$ cat config.mk
export PLATFORM = sky130hd
export DESIGN_NAME = uart_rx_4byte_flat
export DESIGN_NICKNAME = d
export VERILOG_FILES = /design/src/rtl/uart_rx_4byte_if.sv /design/src/rtl/uart_rx_4byte.sv /design/src/flat_wrapper.sv
export SDC_FILE = /design/constraint.sdc
export NUM_CORES = 1
export LEC_CHECK = 0
export BUFFER_PORTS_ARGS = -buffer_cell sky130_fd_sc_hd__buf_4
export CORE_MARGIN = 2
export CORE_UTILIZATION = 55
export DETAILED_ROUTE_END_ITERATION = 12
export PLACE_DENSITY = 0.76
export SLEW_MARGIN = 20
export SYNTH_ARGS = -nofsm -noshare
export SYNTH_HDL_FRONTEND = slang
export SYNTH_SLANG_ARGS = --single-unit
$ cat constraint.sdc
create_clock -name clk -period 5 [get_ports clk]
set_input_delay 0.5 -clock clk [delete_from_list [all_inputs] [get_ports clk]]
set_output_delay 0.5 -clock clk [all_outputs]
set_load 0.005 [all_outputs]
$ cat src/rtl/uart_rx_4byte_if.sv
// Serial RX line plus the assembled-word / strobe bundle of the 4-byte UART receiver.
// Receiver side uses master; the consumer (and line driver) uses slave.
interface uart_rx_4byte_if;
   logic        uart_rx_d;
   logic [31:0] uart_rx_data;
   logic        uart_rx_done;
   logic        uart_rx_err;
   logic        uart_rx_busy;

   modport master (
      input  uart_rx_d,
      output uart_rx_data,
      output uart_rx_done,
      output uart_rx_err,
      output uart_rx_busy
   );

   modport slave (
      output uart_rx_d,
      input  uart_rx_data,
      input  uart_rx_done,
      input  uart_rx_err,
      input  uart_rx_busy
   );
endinterface

$ cat src/rtl/uart_rx_4byte.sv
// Deserialises four 8N1 frames into one 32-bit word (first byte in [31:24]); done 1 cycle after mid-stop of byte 4.
// No backpressure: done/err are single-cycle strobes and uart_rx_data holds until the next complete word.
module uart_rx_4byte #(
   parameter int CLK_FREQ  = 50_000_000,
   parameter int UART_BAUD = 115200,
   parameter int GAP_BITS  = 20
) (
   input  logic            clk,
   input  logic            rst,
   uart_rx_4byte_if.master rx
);
   localparam int BAUD_CNT = CLK_FREQ / UART_BAUD;
   localparam int HALF_CNT = BAUD_CNT / 2;
   localparam int GAP_LIM  = GAP_BITS * BAUD_CNT;
   localparam int CNT_W    = $clog2(BAUD_CNT);
   localparam int GAP_W    = $clog2(GAP_LIM);

   typedef enum logic [2:0] {IDLE, START, DATA, STOP, WAIT_HIGH} state_t;

   state_t             state, state_nxt;
   logic               rx_s1, rx_s2, rx_s3;
   logic               fall, mid;
   logic [CNT_W-1:0]   baud_cnt;
   logic [2:0]         bit_cnt;
   logic [7:0]         shift;
   logic [23:0]        word;
   logic [1:0]         byte_cnt;
   logic [GAP_W-1:0]   gap_cnt;
   logic               bit_take, byte_ok, frame_err;

   assign fall = rx_s3 & ~rx_s2;
   assign mid  = (baud_cnt == CNT_W'(HALF_CNT - 1));
   assign rx.uart_rx_busy = (state != IDLE);

   always_comb begin
      state_nxt = state;
      bit_take  = 1'b0;
      byte_ok   = 1'b0;
      frame_err = 1'b0;
      case (state)
         IDLE:      if (fall) state_nxt = START;
         START:     if (mid) state_nxt = rx_s2 ? IDLE : DATA;
         DATA: begin
            if (mid) begin
               bit_take = 1'b1;
               if (bit_cnt == 3'd7) state_nxt = STOP;
            end
         end
         STOP: begin
            if (mid) begin
               if (rx_s2) begin
                  byte_ok   = 1'b1;
                  state_nxt = IDLE;
               end else begin
                  frame_err = 1'b1;
                  state_nxt = WAIT_HIGH;
               end
            end
         end
         WAIT_HIGH: if (rx_s2) state_nxt = IDLE;
         default:   state_nxt = IDLE;
      endcase
   end

   always_ff @(posedge clk) begin
      if (rst) begin
         state           <= IDLE;
         rx_s1           <= 1'b1;
         rx_s2           <= 1'b1;
         rx_s3           <= 1'b1;
         baud_cnt        <= '0;
         bit_cnt         <= '0;
         shift           <= '0;
         word            <= '0;
         byte_cnt        <= '0;
         gap_cnt         <= '0;
         rx.uart_rx_data <= '0;
         rx.uart_rx_done <= 1'b0;
         rx.uart_rx_err  <= 1'b0;
      end else begin
         state           <= state_nxt;
         rx_s1           <= rx.uart_rx_d;
         rx_s2           <= rx_s1;
         rx_s3           <= rx_s2;
         rx.uart_rx_done <= 1'b0;
         rx.uart_rx_err  <= frame_err;

         // Free-running mod-BAUD_CNT count from the start edge keeps every sample at mid-bit.
         if (state == IDLE || state == WAIT_HIGH || baud_cnt == CNT_W'(BAUD_CNT - 1))
            baud_cnt <= '0;
         else
            baud_cnt <= baud_cnt + 1'b1;

         if (bit_take) begin
            shift   <= {rx_s2, shift[7:1]};
            bit_cnt <= bit_cnt + 3'd1;
         end

         if (byte_ok) begin
            word <= {word[15:0], shift};
            if (byte_cnt == 2'd3) begin
               rx.uart_rx_data <= {word, shift};
               rx.uart_rx_done <= 1'b1;
               byte_cnt        <= '0;
            end else begin
               byte_cnt <= byte_cnt + 2'd1;
            end
         end

         if (frame_err) byte_cnt <= '0;

         // Inter-byte timeout; only runs in IDLE so it never collides with byte_ok/frame_err.
         if (fall || byte_cnt == 2'd0) begin
            gap_cnt <= '0;
         end else if (state == IDLE) begin
            if (gap_cnt == GAP_W'(GAP_LIM - 1)) begin
               gap_cnt  <= '0;
               byte_cnt <= '0;
            end else begin
               gap_cnt <= gap_cnt + 1'b1;
            end
         end
      end
   end
endmodule
$ cat src/flat_wrapper.sv
// flat-port wrapper written by rule: the top's interface ports become plain ports
module uart_rx_4byte_flat 
#(
   parameter int CLK_FREQ  = 50_000_000,
   parameter int UART_BAUD = 115200,
   parameter int GAP_BITS  = 20
)
  (clk, rst, rx_uart_rx_d, rx_uart_rx_data, rx_uart_rx_done, rx_uart_rx_err, rx_uart_rx_busy);
  uart_rx_4byte_if rx_i ();
  input  logic clk;
  input  logic rst;
  input wire logic [$bits(rx_i.uart_rx_d)-1:0] rx_uart_rx_d;
  output wire logic [$bits(rx_i.uart_rx_data)-1:0] rx_uart_rx_data;
  output wire logic [$bits(rx_i.uart_rx_done)-1:0] rx_uart_rx_done;
  output wire logic [$bits(rx_i.uart_rx_err)-1:0] rx_uart_rx_err;
  output wire logic [$bits(rx_i.uart_rx_busy)-1:0] rx_uart_rx_busy;
  assign rx_i.uart_rx_d = rx_uart_rx_d;
  assign rx_uart_rx_data = rx_i.uart_rx_data;
  assign rx_uart_rx_done = rx_i.uart_rx_done;
  assign rx_uart_rx_err = rx_i.uart_rx_err;
  assign rx_uart_rx_busy = rx_i.uart_rx_busy;
  uart_rx_4byte #(.CLK_FREQ(CLK_FREQ), .UART_BAUD(UART_BAUD), .GAP_BITS(GAP_BITS)) u_core (.clk(clk), .rst(rst), .rx(rx_i));
endmodule
==> results.tsv <==
metric	value	unit
cts_max_level	3	
synth_edf_count	0	
grt-ovfl-total	0	
floorplan.initialDensity	56.25	%
postLayoutCoreUtil	63.45	%
synthArstFlopShare	0	%
post_synth.cell_area_avg	9.726	um2
cp.required	5220	ps
synth_xor_area_share	4.123	%
remaining_drc_errors	0	
port-buffer-count	37	
pin_count	38	
max-vdd-ir-drop	0.0002150	V
multi_input_area	1862	um2
yosys_most_used_dff	dfxtp_1	
syn2layout_area_growth	12.80	%
drive_gt1_share	14.32	%
grtUsageMet3	5.576	%
critPathLaunchType	register	
wirelength	7328	um
synth_area	4036	um2
hold_path_class	input port to register	
insertion_delay	350	ps
worstMarginPinSlew	926.6	ps
drt-initial-drc-count	94	
cts_buffer_depth	2	
synthAdderAreaFrac	2.480	%
outcome	finished, final reports clean	
antenna_found_initial	0	
fill_cells	613	
top_usage_layer	met2	
dp_hpwl	4828	um
hold_buffers	0	
yosys_warnings	0	
die_w	89.67	um
routedWlPerCell	13.42	um
dr.pass1.iters	4	
grt_pass1_wl	12530	um
rsz0062_at_grt	no	
grt_usage	19.83	%
period_share	42.47	%
clockRootBuffer	clkbuf_8	
cts.sinks	100	
hold_viol	0	
cts_setup_buffers	0	
use_met2	31.35	%
die-area	8040	um2
cp_max_fo	32	
cp-end-kind	register	
cts_tree	yes	
layout.nets	453	
setup_viol	0	
core_area	7176	um2
pwr_density_cell	330.9	nW/um2
cap_violations	0	
synth_seq_cells	100	
n_antenna_cell	0	
fin_skew	5.569	ps
grt_max_degree	76	
fin_area	4553	um2
p_leak	1.578	nW
yosysSeqAreaShare	49.60	%
yosys.area_share.simple	21.70	%
vias	2864	
synth_top_family_by_area	simple AND/OR/NAND/NOR gates	
yosysUniqueCellTypes	40	
fmax	470.9	MHz
die_y	89.67	um
muxShareOfSynthArea	14.63	%
rows	31	
place_congestion	0.8160	
critPathArrivalTime	2340	ps
path_clk_slew	100	ps
cts_made_buffers	9	
syn_nets	426	
dpl-instance-area	4322	um2
synth_compound_area_share	3.193	%
regArea	2002	um2
maxSlewHeadroom	37.81	%
maxSlewViolCount	0	
ant_nets	0	
min_period	2124	ps
worstSetupPathType	register to register	
viasPerCell	5.245	
postSynthCellCount	415	
setup_tns	0	ps
cts_repair_resize_count	0	
grt_pass1_vias	2724	
use_met1	26.45	%
==> per-stage QoR <==
stage | setup WS, ps | hold WS [ps] | total power [mW] | instances
2_1_floorplan | 3267 | 389.5 | 0.9248 | 415
3_3_place_gp | 2970 | 398.7 | 0.9361 | 530
3_5_place_dp | 2891 | 398.3 | 0.9394 | 530
4_1_cts | 2901 | 308.9 | 1.517 | 546
5_1_grt | 2669 | 312.7 | 1.567 | 546
6_report | 2876 | 325.3 | 1.506 | 546
==> critical path, stage by stage (launching register included) <==
cell	delay (ps)
dfxtp_1	420
nand3b_2	370
nor4_4	340
buf_4	520
mux2i_1	260
nor2_1	60
==> routing by layer <==
metal / up-vias / share of wire, %
met5: - / 0
li1: 1469 / -
met4: 0 / 1.2
met1: 1357 / 48
met3: 7 / 4.4
met2: 31 / 46
==> sequential cells by signal, indices dropped and copies added, names as in the netlist <==
signal,count
u_core.rx.uart_rx_data,32
u_core.rx_s3,1
u_core.rx.uart_rx_done,1
u_core.shift,8
u_core.rx_s1,1
u_core.state,3
u_core.gap_cnt,14
u_core.rx.uart_rx_err,1
u_core.baud_cnt,9
u_core.bit_cnt,3
u_core.word,24
u_core.rx_s2,1
u_core.byte_cnt,2
==> synthesized netlist by cell type, types with 2 or more instances <==
cell type | n | area, um2
a21oi_1 | 13 | 65.06
buf_4 | 7 | 52.55
or2_2 | 2 | 12.51
ha_1 | 8 | 100.1
nand4_1 | 5 | 31.28
nand4b_1 | 3 | 26.28
buf_2 | 3 | 15.01
nand3_1 | 22 | 110.1
buf_6 | 2 | 22.52
xor2_1 | 6 | 52.55
nand4bb_1 | 3 | 33.78
clkbuf_1 | 11 | 41.29
nor4b_1 | 3 | 26.28
mux2i_1 | 59 | 590.6
o21ai_1 | 2 | 10.01
xnor2_1 | 13 | 113.9
nand2_1 | 18 | 67.56
nor4_1 | 7 | 43.79
or3_1 | 4 | 25.02
nor2_1 | 84 | 315.3
o21ai_0 | 4 | 20.02
inv_1 | 11 | 41.29
dfxtp_1 | 100 | 2002
nor3_1 | 8 | 40.04
nor4_4 | 2 | 42.54
==> report_power, final <==
part | leakage [nW] | internal [mW] | switching [mW] | total, mW
clock network | 0.114 | 0.301 | 0.284 | 0.585
logic | 0.658 | 0.0401 | 0.0505 | 0.0906
registers | 0.806 | 0.807 | 0.0245 | 0.831
==> layout make-up <==
type                       instances  share of cell area, %
clock buffer                      10                  3.023
clock inverter                     6                  2.061
inverter                          11                 0.9068
multi-input combinational        281                  40.89
sequential                       100                  43.97
tap                               99                  2.721
timing repair buffer              39                  6.430
==> cell usage in the layout (no fill, tap or decap), types with 2 or more instances in the layout <==
| master | count |
|---|---|
| nand4b_1 | 3 |
| nor4_4 | 2 |
| or2_2 | 2 |
| mux2i_1 | 59 |
| buf_4 | 39 |
| nor4b_1 | 3 |
| nand3_1 | 22 |
| nand2_1 | 18 |
| inv_1 | 11 |
| or3_1 | 4 |
| o21ai_1 | 2 |
| nor3_1 | 8 |
| xor2_1 | 6 |
| o21ai_0 | 4 |
| xnor2_1 | 13 |
| ha_1 | 8 |
| dfxtp_1 | 100 |
| nand4_1 | 5 |
| inv_6 | 3 |
| bufinv_16 | 2 |
| a21oi_1 | 13 |
| nand4bb_1 | 3 |
| nor4_1 | 7 |
| nor2_1 | 84 |
| clkbuf_8 | 10 |
==> cells by family (layout without fill, tap and decap cells) <==
kind of cell | after synthesis | in the layout
flops | 100 | 100
xor+xnor | 19 | 19
compound gates | 23 | 23
mux | 59 | 59
buf+inv | 34 | 66
fa+ha+maj | 8 | 8
simple gates | 172 | 172
==> worst paths after layout <==
check	from	end	slack (ps)	cells past startpoint
max reg2reg	u_core.state[2]$_SDFFE_PP0P_	u_core.rx.uart_rx_data[29]$_SDFFE_PP0P_	2880	5
max	u_core.state[2]$_SDFFE_PP0P_	u_core.rx.uart_rx_data[29]$_SDFFE_PP0P_	2880	5
min	rx_uart_rx_d	u_core.rx_s1$_SDFF_PP1_	330	2
min reg2reg	u_core.rx_s1$_SDFF_PP1_	u_core.rx_s2$_SDFF_PP1_	420	1
Note: power is estimated with default switching activity, not from simulation.
